$ cat src/rtl/pipe_ctrl_unit.sv
// Pipeline control for a 5-stage MIPS core: carries decoded control ID->EX->MEM->WB,
// inserts load-use bubbles, raises IF/ID flush on taken branch/jump, and picks EX forwarding sources.
module pipe_ctrl_unit #(
    parameter int REG_AW = 5,
    parameter int CNT_W  = 16
) (
    input  logic              clk_i,
    input  logic              rst_i,
    input  logic              id_regdst_i,
    input  logic              id_alusrc_i,
    input  logic              id_memtoreg_i,
    input  logic              id_regwr_i,
    input  logic              id_memwr_i,
    input  logic              id_memrd_i,
    input  logic              id_branch_i,
    input  logic              id_jump_i,
    input  logic [1:0]        id_aluop_i,
    input  logic [REG_AW-1:0] id_rs_i,
    input  logic [REG_AW-1:0] id_rt_i,
    input  logic [REG_AW-1:0] id_rd_i,
    input  logic              id_eq_i,
    output logic              stall_o,
    output logic              flush_o,
    output logic              pc_branch_o,
    output logic              pc_jump_o,
    output logic              ex_alusrc_o,
    output logic [1:0]        ex_aluop_o,
    output logic [REG_AW-1:0] ex_rs_o,
    output logic [REG_AW-1:0] ex_rt_o,
    output logic              mem_memrd_o,
    output logic              mem_memwr_o,
    output logic              wb_regwr_o,
    output logic              wb_memtoreg_o,
    output logic [REG_AW-1:0] wb_wr_reg_o,
    output logic [1:0]        fwd_a_o,
    output logic [1:0]        fwd_b_o,
    output logic [CNT_W-1:0]  bubble_cnt_o
);

    logic              ex_memrd, ex_memwr, ex_regwr, ex_memtoreg;
    logic [REG_AW-1:0] ex_wr_reg;
    logic              mem_regwr, mem_memtoreg;
    logic [REG_AW-1:0] mem_wr_reg;
    logic [REG_AW-1:0] id_wr_reg;
    logic              hz;

    assign id_wr_reg = id_regdst_i ? id_rd_i : id_rt_i;

    // A load still in EX cannot supply its data to the instruction now in ID.
    assign hz = ex_memrd && (ex_wr_reg != '0) &&
                ((ex_wr_reg == id_rs_i) || (ex_wr_reg == id_rt_i));

    // A stalled branch/jump is held in ID and resolves once the load has moved on.
    assign stall_o     = hz;
    assign pc_branch_o = id_branch_i && id_eq_i && !hz;
    assign pc_jump_o   = id_jump_i && !hz;
    assign flush_o     = pc_branch_o || pc_jump_o;

    always_ff @(posedge clk_i) begin
        if (!rst_i || hz) begin
            ex_alusrc_o <= 1'b0;
            ex_aluop_o  <= 2'b00;
            ex_rs_o     <= '0;
            ex_rt_o     <= '0;
            ex_memrd    <= 1'b0;
            ex_memwr    <= 1'b0;
            ex_regwr    <= 1'b0;
            ex_memtoreg <= 1'b0;
            ex_wr_reg   <= '0;
        end else begin
            ex_alusrc_o <= id_alusrc_i;
            ex_aluop_o  <= id_aluop_i;
            ex_rs_o     <= id_rs_i;
            ex_rt_o     <= id_rt_i;
            ex_memrd    <= id_memrd_i;
            ex_memwr    <= id_memwr_i;
            ex_regwr    <= id_regwr_i;
            ex_memtoreg <= id_memtoreg_i;
            ex_wr_reg   <= id_wr_reg;
        end
    end

    // EX/MEM and MEM/WB never stall.
    always_ff @(posedge clk_i) begin
        if (!rst_i) begin
            mem_memrd_o   <= 1'b0;
            mem_memwr_o   <= 1'b0;
            mem_regwr     <= 1'b0;
            mem_memtoreg  <= 1'b0;
            mem_wr_reg    <= '0;
            wb_regwr_o    <= 1'b0;
            wb_memtoreg_o <= 1'b0;
            wb_wr_reg_o   <= '0;
        end else begin
            mem_memrd_o   <= ex_memrd;
            mem_memwr_o   <= ex_memwr;
            mem_regwr     <= ex_regwr;
            mem_memtoreg  <= ex_memtoreg;
            mem_wr_reg    <= ex_wr_reg;
            wb_regwr_o    <= mem_regwr;
            wb_memtoreg_o <= mem_memtoreg;
            wb_wr_reg_o   <= mem_wr_reg;
        end
    end

    always_ff @(posedge clk_i) begin
        if (!rst_i) begin
            bubble_cnt_o <= '0;
        end else if (hz && (bubble_cnt_o != '1)) begin
            bubble_cnt_o <= bubble_cnt_o + CNT_W'(1);
        end
    end

    // The younger result (EX/MEM) takes precedence over MEM/WB.
    always_comb begin
        fwd_a_o = 2'b00;
        fwd_b_o = 2'b00;
        if (mem_regwr && (mem_wr_reg != '0) && (mem_wr_reg == ex_rs_o)) begin
            fwd_a_o = 2'b10;
        end else if (wb_regwr_o && (wb_wr_reg_o != '0) && (wb_wr_reg_o == ex_rs_o)) begin
            fwd_a_o = 2'b01;
        end
        if (mem_regwr && (mem_wr_reg != '0) && (mem_wr_reg == ex_rt_o)) begin
            fwd_b_o = 2'b10;
        end else if (wb_regwr_o && (wb_wr_reg_o != '0) && (wb_wr_reg_o == ex_rt_o)) begin
            fwd_b_o = 2'b01;
        end
    end

endmodule

$ cat config.mk
export PLATFORM = sky130hd
export DESIGN_NAME = pipe_ctrl_unit
export DESIGN_NICKNAME = d
export VERILOG_FILES = /design/src/rtl/pipe_ctrl_unit.sv
export SDC_FILE = /design/constraint.sdc
export NUM_CORES = 1
export LEC_CHECK = 0
export CAP_MARGIN = 20
export CORE_UTILIZATION = 50
export CTS_CLUSTER_DIAMETER = 30
export DETAILED_ROUTE_END_ITERATION = 7
export PLACE_DENSITY = 0.95
export SYNTH_ARGS = -nofsm -noshare
export SYNTH_HDL_FRONTEND = slang
export SYNTH_SLANG_ARGS = --single-unit
$ cat constraint.sdc
create_clock -name clk_i -period 3.7 [get_ports clk_i]
set_input_delay 0.925 -clock clk_i [delete_from_list [all_inputs] [get_ports clk_i]]
set_output_delay 0.925 -clock clk_i [all_outputs]
set_load 0.05 [all_outputs]
==> impl_metrics.csv <==
group,metric,value,unit
run_status,status,"completed",
synth,yosysWarnings,0,
cts,clockRootBuffer,"clkbuf_8",
synth,synth.distinct_cells,49,
floorplanning,io_pins,74,
synth,syn_nets,292,
setup_path,crit_slowest_cell,"or4_1",
synth,syn_area,0.002431,mm²
setup_path,cp_max_fo,4,
setup_path,crit_path_frequent_cell,"nor4_2",
setup_path,crit_type,"register to output pin",
routing,first_pass_iters,4,
routing,ant_nets,0,
timing,setup_viol,0,
cts,cts_hold_buffers,0,
floorplanning,fp.dieW,71.73,µm
global_route,grt_usage,23.69,%
setup_path,slowest_delay,0.56,ns
place,hpwl,4.244,mm
global_route,grt_pass1_wl,9.715,mm
timing,rsz0062_at_grt,"false",
timing,timing.hold.ws,0.4324,ns
timing,worstMarginPinSlew,0.6163,ns
floorplanning,die-area,0.005145,mm²
timing,slew_violations,0,
global_route,overflow,0,
synth,syn_avg_cell_area,9.244,µm²
synth,yosysSeqAreaShare,44.47,%
synth,synth_seq_cells,54,
setup_path,crit_start,"mem_wr_reg[1]",
place,portBuffers,73,
timing,max_slew_margin,58.78,%
cells_and_area,largest-register,"bubble_cnt_o",
setup_path,reg2reg_slack,1.44,ns
timing,min_period,3.394,ns
timing,hold_viol_final,0,
cells_and_area,final_common_cell,"clkdlybuf4s50_1",
synth,synth-main-ff-cell,"dfxtp_1",
cts,clk_pin_slew,0.09,ns
cells_and_area,syn_to_final_growth,38.24,%
global_route,grt_pass1_vias,2139,
cells_and_area,layout_common_cells,"67 x clkdlybuf4s50_1, 54 x dfxtp_1, 28 x nor2_1",
timing,timing.final.crit_share,91.73,%
floorplanning,die_h,71.73,µm
setup_path,rr_endpoint,"bubble_cnt_o[11]",
cts,cts_buffers,5,
setup_path,cp-end-kind,"output pin",
place,place.gp.congestion,1.001,
setup_path,r2r_cells,6,
global_route,grt_antenna_before_repair,0,
setup_path,cp-start-kind,"register",
cells_and_area,largest_register_ffs,16,
hold_path,hp-start,"ex_memwr",
setup_path,required,2.77,ns
power,power_density,363.2,mW/mm²
routing,drtIter0Drc,136,
timing,setup_slack,0.3060,ns
timing,skew,0.008167,ns
setup_path,crit_chain,"or4_1 -> o21ai_0 -> nor4_2 -> nor4_2 -> dlygate4sd2_1",
place,pre_cts_ws,0.2785,ns
routing,drc_errors,0,
synth,synth_edf_count,0,
setup_path,r2r-start,"bubble_cnt_o[0]",
floorplanning,core,0.004692,mm²
setup_path,endpoint,"fwd_b_o[0]",
global_route,grt_max_degree,26,
cts,ctsLongestPathBuffers,2,
routing,viasPerCell,5.464,
place,dp.cells,383,
timing,fmax,294.6,MHz
cts,clock-sinks,54,
timing,tns,0,ns
synth,synthCells,263,
cells_and_area,nets,365,
routing,via_count,2131,
power,leakagePower,1.383,nW
power,peakVddDrop,0.2263,mV
cells_and_area,diodes,0,
synth,synthArstFlopShare,0,%
hold_path,hp-class,"register to register",
cells_and_area,stdcell_count,390,
floorplanning,rows,25,
cts,h-tree-depth,2,
routing,wl_per_cell,14.84,µm
cts,cts_tree,"built",
routing,drt-total-wl,5.787,mm
setup_path,cp.arrival,2.47,ns
cts,clk_latency,0.30,ns
floorplanning,initial_utilization,51.81,%
job,cap_violations,0,
cells_and_area,drive_above_1_share,9.226,%
per-layer routing:
layer / global-route usage (%) / wire [µm]
met4: 6.100 / 38
met2: 43.82 / 3058
met3: 5.204 / 235
met1: 27.54 / 2454
met5: 0 / 0
logic make-up (layout without fill, tap and decap cells):
kind of cell | Yosys count | after routing | synth area share, %
buffers and inverters | 28 | 101 | 5.249
XOR/XNOR | 30 | 30 | 10.81
multiplexers | 11 | 11 | 4.529
flip-flops | 54 | 54 | 44.47
AO/OA/AOI/OAI | 25 | 25 | 8.389
AND/OR/NAND/NOR | 114 | 114 | 26.04
adder cells (fa/ha/maj) | 1 | 1 | 0.5146
timing repair:
item                       in CTS  in global routing
resized for setup               1                  1
setup endpoints to repair       1                  1
buffers inserted                0                  0
synth_stat cells, types with 2 or more instances:
cell type	count	area [µm²]
clkbuf_1	2	7.510
o311ai_0	2	17.52
and2_1	16	100.1
buf_2	3	15.01
mux2i_1	11	110.1
buf_4	3	22.52
nor4_1	9	56.30
nand2_1	13	48.80
nor2_1	29	108.9
nand2b_1	7	43.79
nand4_1	5	31.28
o21a_1	5	37.54
or3_1	2	12.51
o221a_1	2	22.52
o41ai_1	2	17.52
a21oi_1	3	15.01
o21ai_0	3	15.01
or4_1	5	37.54
xnor2_1	6	52.55
nand3_1	8	40.04
xor2_1	24	210.2
inv_1	18	67.56
dfxtp_1	54	1081
and3_1	2	12.51
nor3_1	5	25.02
how the worst min path moves through the flow:
stage | cells past startpoint | end | slack (ns)
floorplan | 1 | mem_memtoreg | 0.41
global route | 1 | wb_memtoreg_o | 0.47
global placement | 1 | mem_regwr | 0.42
CTS | 1 | mem_memwr_o | 0.44
finish | 1 | mem_memwr_o | 0.43
detailed placement | 1 | mem_memwr_o | 0.43
report_power, final:
group / internal (mW) / switching [mW]
clock network: 0.217 / 0.176
logic: 0.0887 / 0.114
registers: 0.602 / 0.0226
total: 0.907 / 0.313
critical path: cells and delay by family (launching register included):
| kind | cells | cell delay [ns] |
|---|---|---|
| simple gates | 3 | 0.94 |
| buf+inv | 1 | 0.55 |
| flops | 1 | 0.36 |
| compound gates | 1 | 0.31 |
metrics by stage:
stage          total power [mW]  area, µm²  utilization, %
2_1_floorplan            0.7571       2459               -
3_3_place_gp             0.8340       3247           69.20
3_5_place_dp             0.8403       3247           69.20
4_1_cts                   1.229       3358           71.57
5_1_grt                   1.265       3361           71.63
6_report                  1.221       3361           71.63
layout make-up:
| cell class | count | area [µm²] |
|---|---|---|
| Clock buffer | 6 | 82.58 |
| Clock inverter | 1 | 30.03 |
| Fill cell | 347 | 1331 |
| Inverter | 18 | 67.56 |
| Multi-Input combinational cell | 181 | 1250 |
| Sequential cell | 54 | 1081 |
| Tap cell | 54 | 67.56 |
| Timing Repair Buffer | 76 | 782.0 |
Note: power is estimated with default switching activity, not from simulation.
